===== src/rtl/rmt_checkpoint_manager.sv =====
// Branch checkpoint store for the rename map table: in-order slot allocation, snapshot capture,
// in-order retirement of resolved branches, and squash plus one-cycle recall on mispredict.
module rmt_checkpoint_manager #(
  parameter int unsigned NumPr   = 64,
  parameter int unsigned NumCkpt = 4
) (
  input  logic                                clk,
  input  logic                                reset,
  input  logic                                ext_stall_i,
  input  logic [1:0]                          br_valid_i,
  output logic [1:0]                          if_checkpoint_o,
  output logic [$clog2(NumCkpt)-1:0]          ckpt_tag_o,
  output logic                                ckpt_stall_o,
  input  logic [32*$clog2(NumPr)-1:0]         checkpointed_rmt_i,
  input  logic                                res_valid_i,
  input  logic [$clog2(NumCkpt)-1:0]          res_tag_i,
  input  logic                                res_mispredict_i,
  output logic                                if_recall_o,
  output logic [32*$clog2(NumPr)-1:0]         recalled_rmt_o,
  output logic [NumCkpt-1:0]                  squash_mask_o,
  output logic                                full_o,
  output logic [$clog2(NumCkpt):0]            free_count_o
);

  localparam int unsigned Prw  = $clog2(NumPr);
  localparam int unsigned TagW = $clog2(NumCkpt);
  localparam int unsigned CntW = TagW + 1;
  localparam int unsigned SnpW = 32 * Prw;

  typedef enum logic {StIdle, StRecall} state_e;

  state_e              state_q, state_d;
  logic [SnpW-1:0]     snap_q [NumCkpt];
  logic [SnpW-1:0]     recall_q;
  logic [NumCkpt-1:0]  valid_q, valid_d;
  logic [NumCkpt-1:0]  done_q, done_d;
  logic [NumCkpt-1:0]  squash_q, squash_d;
  logic [TagW-1:0]     head_q, head_d;
  logic [TagW-1:0]     tail_q, tail_d;
  logic [CntW-1:0]     count_q, count_d;

  logic                full;
  logic                mispredict_now;
  logic                resolve_ok;
  logic                alloc_ok;
  logic                grant;
  logic                retire;
  logic [TagW-1:0]     tag_age;
  logic [NumCkpt-1:0]  younger;
  logic [CntW-1:0]     n_younger;

  assign full           = (count_q == CntW'(NumCkpt));
  assign mispredict_now = res_valid_i & res_mispredict_i & valid_q[res_tag_i];
  assign resolve_ok     = res_valid_i & ~res_mispredict_i & valid_q[res_tag_i];
  assign alloc_ok       = (state_q == StIdle) & ~full & ~ext_stall_i & ~mispredict_now;
  assign grant          = alloc_ok & (|br_valid_i);
  assign retire         = valid_q[head_q] & done_q[head_q];

  // Age is distance from head; live slots occupy ages 0..count-1, so "younger than the
  // mispredicted tag" is simply a larger age among valid slots.
  always_comb begin
    tag_age   = res_tag_i - head_q;
    younger   = '0;
    n_younger = '0;
    for (int unsigned i = 0; i < NumCkpt; i++) begin
      if (valid_q[i] && ((TagW'(i) - head_q) > tag_age)) begin
        younger[i] = 1'b1;
        n_younger  = n_younger + CntW'(1);
      end
    end
  end

  always_comb begin
    state_d  = mispredict_now ? StRecall : StIdle;
    valid_d  = valid_q;
    done_d   = done_q;
    head_d   = head_q;
    tail_d   = tail_q;
    count_d  = count_q;
    squash_d = '0;
    if (mispredict_now) begin
      valid_d            = valid_q & ~younger;
      done_d             = done_q & ~younger;
      done_d[res_tag_i]  = 1'b1;
      tail_d             = res_tag_i + TagW'(1);
      squash_d           = younger;
      count_d            = count_q - n_younger;
    end else begin
      if (resolve_ok) begin
        done_d[res_tag_i] = 1'b1;
      end
      if (grant) begin
        valid_d[tail_q] = 1'b1;
        done_d[tail_q]  = 1'b0;
        tail_d          = tail_q + TagW'(1);
        count_d         = count_d + CntW'(1);
      end
    end
    // Retire last so a freed head wins over any same-cycle done update to it.
    if (retire) begin
      valid_d[head_q] = 1'b0;
      done_d[head_q]  = 1'b0;
      head_d          = head_q + TagW'(1);
      count_d         = count_d - CntW'(1);
    end
  end

  always_comb begin
    if_checkpoint_o = 2'b00;
    if (alloc_ok) begin
      if_checkpoint_o = br_valid_i[0] ? 2'b01 : {br_valid_i[1], 1'b0};
    end
    // A mispredict flushes rename, so the bundle is dropped rather than held.
    ckpt_stall_o = ~mispredict_now &
                   ((br_valid_i[0] & br_valid_i[1]) |
                    ((|br_valid_i) & ~alloc_ok & ~ext_stall_i));
  end

  assign ckpt_tag_o     = tail_q;
  assign if_recall_o    = (state_q == StRecall);
  assign recalled_rmt_o = recall_q;
  assign squash_mask_o  = squash_q;
  assign full_o         = full;
  assign free_count_o   = CntW'(NumCkpt) - count_q;

  always_ff @(posedge clk) begin
    if (reset) begin
      state_q  <= StIdle;
      valid_q  <= '0;
      done_q   <= '0;
      squash_q <= '0;
      head_q   <= '0;
      tail_q   <= '0;
      count_q  <= '0;
      recall_q <= '0;
    end else begin
      state_q  <= state_d;
      valid_q  <= valid_d;
      done_q   <= done_d;
      squash_q <= squash_d;
      head_q   <= head_d;
      tail_q   <= tail_d;
      count_q  <= count_d;
      if (mispredict_now) begin
        recall_q <= snap_q[res_tag_i];
      end
    end
  end

  always_ff @(posedge clk) begin
    if (grant) begin
      snap_q[tail_q] <= checkpointed_rmt_i;
    end
  end

endmodule


===== config.mk =====
export PLATFORM = sky130hd
export DESIGN_NAME = rmt_checkpoint_manager
export DESIGN_NICKNAME = d
export VERILOG_FILES = /design/src/rtl/rmt_checkpoint_manager.sv
export SDC_FILE = /design/constraint.sdc
export NUM_CORES = 1
export LEC_CHECK = 0
export ABC_AREA = 1
export CAP_MARGIN = 10
export CELL_PAD_IN_SITES_DETAIL_PLACEMENT = 0
export CELL_PAD_IN_SITES_GLOBAL_PLACEMENT = 1
export CORE_UTILIZATION = 46
export CTS_BUF_LIST = sky130_fd_sc_hd__clkbuf_4 sky130_fd_sc_hd__clkbuf_8 sky130_fd_sc_hd__clkbuf_16
export CTS_CLUSTER_DIAMETER = 100
export CTS_CLUSTER_SIZE = 40
export DETAILED_ROUTE_END_ITERATION = 8
export PLACE_DENSITY = 0.83
export SKIP_LAST_GASP = 1
export SLEW_MARGIN = 20
export SYNTH_ARGS = -nofsm -noshare
export SYNTH_HDL_FRONTEND = slang
export SYNTH_SLANG_ARGS = --single-unit

===== constraint.sdc =====
create_clock -name clk -period 15.1 [get_ports clk]
set_input_delay 2.265 -clock clk [delete_from_list [all_inputs] [get_ports clk]]
set_output_delay 2.265 -clock clk [all_outputs]
set_load 0.01 [all_outputs]

==> results by group <==
Logic synthesis
  – Mux cell area share after synthesis: 0.000289
  – Cells after Synth: 2303
  – Top cells by area, synth: edfxtp_1 (66%), dfxtp_1 (12%), a41oi_1 (4.8%)
  – Post-synthesis cell area: 0.0347 sq mm
  – Yosys warns: 0
  – Seq/Total Area, Yosys: 0.787
  – Syn_area_per_cell: 15.1 sq um
  – Post-Synth Simple-Gate Area: 0.0558
  – #FFs+latches synth: 980
  – XOR/XNOR share of the synthesized area: 0.00101
  – Compound-Gate Fraction of Synth Area: 0.123
  – Synth Net Count: 2522
  – Adder-cell share of the synthesized area: 0.00714
  – Library cells used by synthesis: 37
  – Largest family of logic cells by synthesized area: compound AO/OA/AOI/OAI gates
  – Post-synth top area share: 0.665
  – Synth area leader: edfxtp_1

Worst setup path
  – Critical Path Start Type: input port
  – Crit path cell chain: clkdlybuf4s50_1, nand2_1, inv_6, nand2_1, nand3_2, nand2_2, inv_8, nor2_1, clkdlybuf4s50_1
  – WP data required: 12840 ps
  – Crit Path Category: input port to output port
  – Family with the most delay on the worst path: buffers and inverters
  – Max FO, Critical Path: 141
  – WP buf/inv: 4
  – Crit path max-delay cell type: inv_6
  – Slowest stage delay, CP: 680 ps
  – Worst EP arrival: 5570 ps
  – CP Capture Type: output port

Clock tree
  – Setup bufs post-CTS: 0
  – CTS Hold Bufs: 0
  – Clk root buf: clkbuf_16
  – CTS tree: done
  – Clock Latency Late Sink: 600 ps
  – Clk slew on worst S/H paths: 100 ps
  – CTS resizes: 0
  – Inserted Clock Buffers: 35
  – Clock Sinks: 980
  – Clk buf depth: 3
  – H-tree depth: 2

Power and ir drop
  – PwrDens: 116 mW/mm^2
  – Clock power share: 0.285
  – Psw: 1.07 mW
  – Combinational Power Share: 0.069
  – Reg power frac: 0.646
  – Max VDD drop: 0.000110 V
  – Leakage power: 12.8 nW
  – Sw frac: 0.226
  – Pint: 3.66 mW

GRT
  – Congestion Overflow GR: 0
  – Tot GR Track Use: 0.221
  – Initial antenna violation count: 20
  – Global-route wire length before repair: 130000 microns
  – Vias in the first global route: 21600
  – Largest net degree at the start of global routing: 142

Floorplan
  – Die Width: 277 microns
  – Core Area: 0.0746 sq mm
  – IO Pins: 407
  – Die ar.: 0.0765 sq mm
  – Row count: 100
  – Starting Density: 0.465
  – Die height: 277 microns

Route
  – DRT Pass-1 Iters: 5
  – Post-route antenna net violation count: 0
  – Wirelength, routed: 86600 microns
  – Routed WL per cell: 23.9 microns
  – WL met2: 43700 microns
  – DR top layer: met5
  – Met3 wire length: 5240 microns
  – DRC: 0
  – Drt via density: 5.78
  – Via count: 20900
  – First DRT Iteration DRCs: 1699
  – Metal-1 WL: 35200 microns

Timing
  – Final setup vio count: 0
  – Final Skew: 42.9 ps
  – Fin Setup TNS: 0 ps
  – Pins over their slew limit: 0
  – Slew margin rel.: 0.277
  – Fin crit share: 0.519
  – Tmin final: 7830 ps
  – Max Freq: 0.128 GHz
  – Worst-Margin Slew: 1090 ps
  – Hold Violations, Final: 0
  – RSZ-0062 raised after global routing: no

Status
  – Status: completed

Min path
  – HP Class: register to register

Run
  – Max_cap viols: 0

Placement
  – GPL Wtd Cong: 0.807
  – Post-Place Cell Area: 0.0395 sq mm
  – PortBufs: 406
  – Post-detail-place hpwl: 47100 microns

Layout
  – Most common cell after layout, fill and taps aside: edfxtp_1
  – Nets: 2835
  – P&R area growth vs syn: 17.6%
  – Commonest cells after routing, fill and taps aside: edfxtp_1 (768), nand2_1 (447), clkdlybuf4s50_1 (406)
  – Finished Cell Area: 0.0408 sq mm
  – Layout cell share with drive strength beyond 1: 0.0379
metal layers:
metal / track usage / vias to the layer above
li1: - / 9461
met1: 0.282 / 10600
met2: 0.379 / 708
met3: 0.0391 / 124
met4: 0.0766 / 10
met5: 0 / -
power by group through the flow:
stage	clock [mW]	combinational (mW)	sequential, mW
finish	1.35	0.324	3.05
global route	1.46	0.348	3.06
CTS	1.38	0.326	3.05
detailed placement	0	0.325	3.11
global placement	0	0.317	3.11
floorplan	0	0.140	3.13
tightest hold or removal path: stages (launching register included):
cell and delay, ps:
dfxtp_1 350, inv_1 80, a21oi_1 60
path summary, 6_finish.rpt:
kind / startpoint / slack [ps] / cells after the start / end
max: res_tag_i[0] / 7270 / 9 / ckpt_stall_o
min: valid_q[1]$_SDFF_PP0_ / 520 / 2 / valid_q[1]$_SDFF_PP0_
max reg2reg: count_q[0]$_SDFF_PP0_ / 10580 / 12 / snap_q[1][177]$_DFFE_PP_
min reg2reg: valid_q[1]$_SDFF_PP0_ / 520 / 2 / valid_q[1]$_SDFF_PP0_
state kept, by name, summed over array words and instances (netlist names), 2 cells and up:
signal / flops
ckpt_tag_o: 2
count_q: 3
done_q: 4
head_q: 2
recalled_rmt_o: 192
snap_q: 768
squash_mask_o: 4
valid_q: 4
logic make-up (layout without fill, tap and decap cells):
family,count (synthesis),after routing
flip-flops,980,980
AO/OA/AOI/OAI,607,607
AND/OR/NAND/NOR,498,498
buffers and inverters,195,533
adder cells (fa/ha/maj),18,18
XOR/XNOR,4,4
multiplexers,1,1
other,0,14
synthesized netlist by cell type (all sizes together):
cell type and count:
a31o 1, o21ai 200, nand2 448, dfxtp 212, fa 3, buf 50
mux2i 1, xnor2 1, nand4 2, a31oi 2, or2 1, o21bai 2
nor3 4, ha 15, nor2 23, xor2 3, edfxtp 768, a211oi 1
inv 43, a21o 1, clkbuf 101, a41oi 192, clkinv 1, a22oi 192
o211ai 2, a21oi 13, nor4 3, nand3 17, o21a 1
metrics by stage:
stage                     hold WS [ps]  power (mW)  cells  utilization  worst slack [ps]
after CTS                          521        4.76   3610        0.547              7110
final                              524        4.72   3624        0.547              7270
after global routing               545        4.87   3623        0.547              6900
after floorplan                    462        3.27   2303            -              3370
after detailed placement           505        3.44   3548        0.530              7120
after global placement             515        3.42   3548        0.530              7200
final cells by class:
class | count | area [sq um]
inverters | 44 | 200
clock buffers | 45 | 986
clock inverters | 17 | 269
multi-input cells | 1128 | 6520
diodes | 14 | 35.0
fillers | 5908 | 33800
repair buffers | 427 | 4280
flip-flops and latches | 980 | 27300
well taps | 969 | 1210
No activity file was read; power rests on OpenSTA's default activity.
